**config.mk**
```make
export PLATFORM = sky130hd
export DESIGN_NAME = mem_arbiter
export DESIGN_NICKNAME = d
export VERILOG_FILES = /design/src/rtl/mem_arbiter.sv
export SDC_FILE = /design/constraint.sdc
export NUM_CORES = 1
export LEC_CHECK = 0
export ABC_AREA = 1
export BUFFER_PORTS_ARGS = -buffer_cell sky130_fd_sc_hd__buf_2
export CAP_MARGIN = 30
export CORE_AREA = 2 2 124 126
export CTS_BUF_LIST = sky130_fd_sc_hd__clkbuf_8 sky130_fd_sc_hd__clkbuf_16
export DETAILED_ROUTE_END_ITERATION = 8
export DIE_AREA = 0 0 126 128
export GPL_ROUTABILITY_DRIVEN = 0
export GPL_TIMING_DRIVEN = 0
export PLACE_DENSITY = 0.58
export SLEW_MARGIN = 20
export SYNTH_ARGS = -nofsm -noshare
export SYNTH_HDL_FRONTEND = slang
export SYNTH_SLANG_ARGS = --single-unit
```
**constraint.sdc**
```tcl
create_clock -name clk -period 2.9 [get_ports clk]
set_clock_uncertainty 0.15 [all_clocks]
set_input_delay 0.58 -clock clk [delete_from_list [all_inputs] [get_ports clk]]
set_output_delay 0.58 -clock clk [all_outputs]
set_load 0.03 [all_outputs]
```
**src/rtl/mem_arbiter.sv**
```systemverilog
// mem_arbiter: round-robin arbiter sharing one single-ported synchronous data RAM
// between N_CORES cores. Writes complete in the grant cycle. Reads take an issue
// cycle (ARB) plus a data cycle (RD). An atomic grant locks the RAM to its core
// until that core completes a non-atomic access.
//
// Ports:
//   clk, rst           - clock, asynchronous active-high reset
//   core_mem_read      - per-core read request
//   core_mem_write     - per-core write request (wins over read)
//   core_mem_atomic    - per-core lock-hold qualifier
//   core_mem_addr      - packed per-core addresses, core i at [i*ADDR_W +: ADDR_W]
//   core_mem_data_w    - packed per-core write data
//   core_mem_data_r    - read data broadcast, valid for the read owner in RD
//   core_mem_wait      - per-core stall
//   ram_addr/ram_data_w/ram_we/ram_re - RAM command, combinational from the grant
//   ram_data_r         - RAM read data, one cycle after ram_re
module mem_arbiter #(
    parameter int unsigned N_CORES = 4,
    parameter int unsigned DATA_W  = 32,
    parameter int unsigned ADDR_W  = 16
) (
    input  logic                       clk,
    input  logic                       rst,
    input  logic [N_CORES-1:0]         core_mem_read,
    input  logic [N_CORES-1:0]         core_mem_write,
    input  logic [N_CORES-1:0]         core_mem_atomic,
    input  logic [N_CORES*ADDR_W-1:0]  core_mem_addr,
    input  logic [N_CORES*DATA_W-1:0]  core_mem_data_w,
    output logic [DATA_W-1:0]          core_mem_data_r,
    output logic [N_CORES-1:0]         core_mem_wait,
    output logic [ADDR_W-1:0]          ram_addr,
    output logic [DATA_W-1:0]          ram_data_w,
    output logic                       ram_we,
    output logic                       ram_re,
    input  logic [DATA_W-1:0]          ram_data_r
);

    localparam int unsigned PtrW = $clog2(N_CORES);

    typedef enum logic {StArb, StRd} state_e;

    state_e          state_q;
    logic [PtrW-1:0] rr_ptr_q;
    logic [PtrW-1:0] lock_owner_q;
    logic [PtrW-1:0] rd_owner_q;
    logic            lock_q;

    logic [N_CORES-1:0] req;
    logic [N_CORES-1:0] owner_mask;
    logic [N_CORES-1:0] eligible;
    logic [N_CORES-1:0] done;
    logic [PtrW-1:0]    winner;
    logic [PtrW-1:0]    next_ptr;
    logic               found;
    logic               grant;
    logic               win_write;
    logic               win_atomic;

    // (base + k) mod N_CORES, kept narrow so it indexes the per-core vectors directly.
    function automatic logic [PtrW-1:0] wrap_add(logic [PtrW-1:0] base, int unsigned k);
        return PtrW'((32'(base) + k) % N_CORES);
    endfunction

    always_comb begin
        req        = core_mem_read | core_mem_write;
        owner_mask = '0;
        owner_mask[lock_owner_q] = 1'b1;
        eligible   = lock_q ? (req & owner_mask) : req;

        // First eligible requester at or after rr_ptr, wrapping.
        found  = 1'b0;
        winner = '0;
        for (int unsigned k = 0; k < N_CORES; k++) begin
            if (!found && eligible[wrap_add(rr_ptr_q, k)]) begin
                found  = 1'b1;
                winner = wrap_add(rr_ptr_q, k);
            end
        end
        next_ptr   = wrap_add(winner, 1);
        win_write  = core_mem_write[winner];
        win_atomic = core_mem_atomic[winner];
        grant      = !rst && (state_q == StArb) && found;
    end

    always_comb begin
        done = '0;
        if (grant && win_write) begin
            done[winner] = 1'b1;
        end
        if (!rst && (state_q == StRd)) begin
            done[rd_owner_q] = 1'b1;
        end

        ram_we          = grant && win_write;
        ram_re          = grant && !win_write;
        ram_addr        = grant ? core_mem_addr[winner*ADDR_W +: ADDR_W] : '0;
        ram_data_w      = ram_we ? core_mem_data_w[winner*DATA_W +: DATA_W] : '0;
        core_mem_data_r = (!rst && (state_q == StRd)) ? ram_data_r : '0;
        core_mem_wait   = rst ? '0 : (req & ~done);
    end

    always_ff @(posedge clk or posedge rst) begin
        if (rst) begin
            state_q      <= StArb;
            rr_ptr_q     <= '0;
            lock_q       <= 1'b0;
            lock_owner_q <= '0;
            rd_owner_q   <= '0;
        end else begin
            case (state_q)
                StArb: begin
                    if (found) begin
                        rr_ptr_q <= next_ptr;
                        if (win_atomic) begin
                            lock_q       <= 1'b1;
                            lock_owner_q <= winner;
                        end else if (lock_q && (winner == lock_owner_q)) begin
                            lock_q <= 1'b0;
                        end
                        if (!win_write) begin
                            rd_owner_q <= winner;
                            state_q    <= StRd;
                        end
                    end
                end
                StRd: begin
                    // Data returns this cycle; no grant, back to arbitration.
                    state_q <= StArb;
                end
                default: begin
                    state_q <= StArb;
                end
            endcase
        end
    end

endmodule

```
==> results by stage <==
Yosys:
- Among all flip-flop cells after synthesis, the most frequent one is dfrtp_1.
- After synthesis, the cell types taking the most area are nor2_1 16%, nand2_1 13%, inv_1 12%.
- The synthesized netlist occupies a cell area of 3040 um2.
- In this run, distinct cell masters in the synthesized netlist total 27.
- Of all cell types, the one taking the most synthesized area is nor2_1.
- Counting flops and latches in the post-synthesis netlist gives 8.
- The dominant cell by count in the synthesized netlist is nor2_1.
- When the netlist entered floorplanning its net count stood at 840.
- The synthesis warning total is 0.
- The async set or reset register ratio after synthesis is 1.00.
- By count the netlist is led by 133 x nor2_1, 108 x nand2_1, 100 x inv_1.
- Counting every instance in the synthesized netlist gives 598.
- The average instance in the mapped netlist occupies 5.08 um2.
- Of the synthesized area, sequential elements account for 0.0658.
- The share of synthesized area in the top cell type comes to 0.164.
- The number of flops mapped to enable cells by yosys is 0.

Routing:
- The routed wire length is 17.1 mm.
- The detail route stage leaves a number of antenna-violating nets equal to 0.
- The routed length per placed instance is 15.1 um.
- For this run, design rule violations remaining after detail routing come to 0.
- The total number of vias is 5140.
- In the routed layout, each cell is associated on average with a via count of 4.54.
- The iteration-0 DRC count of the detailed router is 235.
- The detailed-routing iteration count for the pre-antenna-repair pass is 5.

Clock tree:
- In this run the clock root is driven by a clkbuf_16.
- For this design, the sink count on the clock tree is 8.
- In this run the number of H-tree levels came out at 1.
- Counting along the longest clock path gives a buffer depth of 2.
- Clock latency on the worst-skew pair, taken at its later pin, is 0.23 ns.
- The number of buffers inserted during clock tree synthesis is 3.
- Clock-pin slew was measured on the worst setup and hold paths at 0.04 ns.
- TritonCTS built the clock tree.

Min path:
- The tightest min-delay check is of the in2async type.

Setup path:
- The worst endpoint data arrival time is 2.62 ns.
- In this run the critical register-to-register path is launched from lock_owner_q[1]$_DFFE_PP0P_.
- The critical path in this run is classified as in2out.
- The worst setup path is launched from an input port.
- In this run the worst setup path begins at core_mem_read[0].
- The largest fanout on the critical path is 6.
- The worst setup path is captured at an output pin.
- At the worst endpoint, the required time is 2.17 ns.

Timing:
- The final period demand of the worst path is 3.35 ns.
- The worst slew margin relative to its limit is 0.721.
- The achievable clock frequency is 299 MHz.
- Across all hold checks on the routed design, the worst slack comes to 0.186 ns.
- Setup repair after global routing could not meet its margin everywhere.
- The final cycle utilization of the critical path is 1.15.
- The least setup slack across all paths after layout is -0.446 ns.
- The final number of setup-violating endpoints is 54.
- The final max-slew violation count is 0.
- The slew of the pin with the lowest slew margin is 0.418 ns.
- The number of hold-slack violations in the final timing report is 0.

Floorplan:
- The die is 128 um tall.
- The initial utilization of the core area, before any placement, comes to 0.205.
- The width of the die is 126 um.
- The floorplan has 45 rows.
- The core area is 14900 um2.
- The die footprint is 16100 um2.
- The count of boundary I/O pins is 324.

GRT:
- The maximum number of pins on one net before global-route repair is 14.
- The initial antenna violation count is 0.
- Across every metal layer, demand over resource in global routing totals 0.187.
- The total overflow left after global routing is 0.
- The first global-routing pass estimated 24.6 mm of wire.
- The via count of the first global-routing pass is 4924.

Placement:
- The post-DP HPWL is 13.1 mm.
- During placement, the flow inserted port buffers numbering 323.

Cells and area:
- The filler cells instantiated in the layout total 1584.
- The number of nets in the layout is 1188.
- 0 antenna diodes ended up in the layout.
- The layout overhead on the synthesized area is 110%.
- The share of final-layout standard cells stronger than drive strength 1 is 0.540.
- Measured on the finished design, the core utilization comes to 0.430.

Outcome:
- The final reports fail on setup timing.
- The flow ran to the end, but the final reports show violations.

Job:
- Across the run, the number of max-cap violations was 0.
-- path summary, 6_finish.rpt --
| path | cells past startpoint | end | slack (ns) |
|---|---|---|---|
| setup / recovery | 18 | ram_data_w[21] | -0.45 |
| hold / removal | 2 | rd_owner_q[0]$_DFFE_PP0P_ | 0.19 |
| setup reg to reg | 16 | lock_owner_q[1]$_DFFE_PP0P_ | 0.48 |
| hold reg to reg | 2 | rd_owner_q[0]$_DFFE_PP0P_ | 0.40 |
| max in group asynchronous | 2 | lock_q$_DFFE_PP0P_ | 2.21 |
| min in group clk | 2 | rd_owner_q[0]$_DFFE_PP0P_ | 0.40 |
-- area by class of cell --
type                    instances  area, um2  area share
clock buffers                   3       75.1      0.0118
multi-input cells             444       2860       0.448
flip-flops and latches          8        204      0.0319
inverters                     106        413      0.0647
plain buffers                  41        437      0.0684
repair buffers                342       2160       0.338
well taps                     188        235      0.0368
-- through the flow --
stage,worst slack (ns),instance area (um2),setup TNS [ns],std cells
finish,-0.446,6380,-21.63,1132
global route,-0.579,6380,-28.61,1132
CTS,-0.447,5800,-21.59,1117
detailed placement,-0.752,5340,-31.16,1109
global placement,-0.771,5340,-30.81,1109
floorplan,-0.0367,3490,-1.39,598
-- placed cells by master (no fill, tap or decap), types with 2 or more instances in the layout --
master and instances:
inv_4 3, nand2_2 15, a21oi_4 29, clkbuf_16 8
o21ai_2 7, nand4_1 4, buf_8 4, clkbuf_4 10
nor2_2 9, nand2_1 89, buf_6 58, a21oi_2 19
nand3_2 8, nor2_1 123, nand2_8 4, inv_1 93
nand3_1 16, nor2_4 3, buf_4 22, o21ai_1 40
o311a_1 2, inv_2 8, dfrtp_1 5, clkinvlp_4 2
dfrtp_2 3, a21oi_1 3, nand3_4 7, ha_1 4
o21ai_0 3, clkbuf_1 2, buf_2 274, nand2_4 5
o211ai_1 48, buf_12 6
-- critical path, cell delays in order --
cell       delay [ns]
buf_2            0.10
or2_4            0.27
nand3_4          0.12
nand2_4          0.06
nand2_1          0.07
nand2_2          0.09
nand3_4          0.08
nand2_1          0.05
nand2_1          0.05
nand2_1          0.07
nand2_4          0.13
buf_12           0.15
nand3_4          0.10
nand2_8          0.13
nand2_8          0.09
clkbuf_16        0.18
a21oi_4          0.12
buf_6            0.15
-- timing repair --
action	4_1_cts	5_1_grt
setup buffers	5	9
resized for setup	104	139
pin swaps	4	28
endpoints found under the setup margin	54	84
hold buffers	0	0
cloned	0	6
-- flip-flops by register name (all words and copies together) (netlist names) --
signal and flops:
lock_owner_q 2, lock_q 1, rd_owner_q 2, rr_ptr_q 2
state_q 1
-- layer usage --
| layer | part of all wire | track usage | vias to the layer above |
|---|---|---|---|
| met2 | 0.50 | 0.345 | 210 |
| met5 | 0 | 0 | - |
| met1 | 0.42 | 0.226 | 2299 |
| met4 | 0.018 | 0.0478 | 0 |
| li1 | - | - | 2609 |
| met3 | 0.065 | 0.0296 | 22 |
-- cell families after synthesis --
| family | count (synthesis) | synth area share |
|---|---|---|
| buffers and inverters | 147 | 0.208 |
| adder cells (fa/ha/maj) | 4 | 0.0165 |
| AO/OA/AOI/OAI | 153 | 0.319 |
| XOR/XNOR | 2 | 0.00823 |
| AND/OR/NAND/NOR | 284 | 0.383 |
| flip-flops | 8 | 0.0658 |
Power is not shown: default switching activity piles up to over one toggle a cycle in this logic, so the estimate is an artifact.
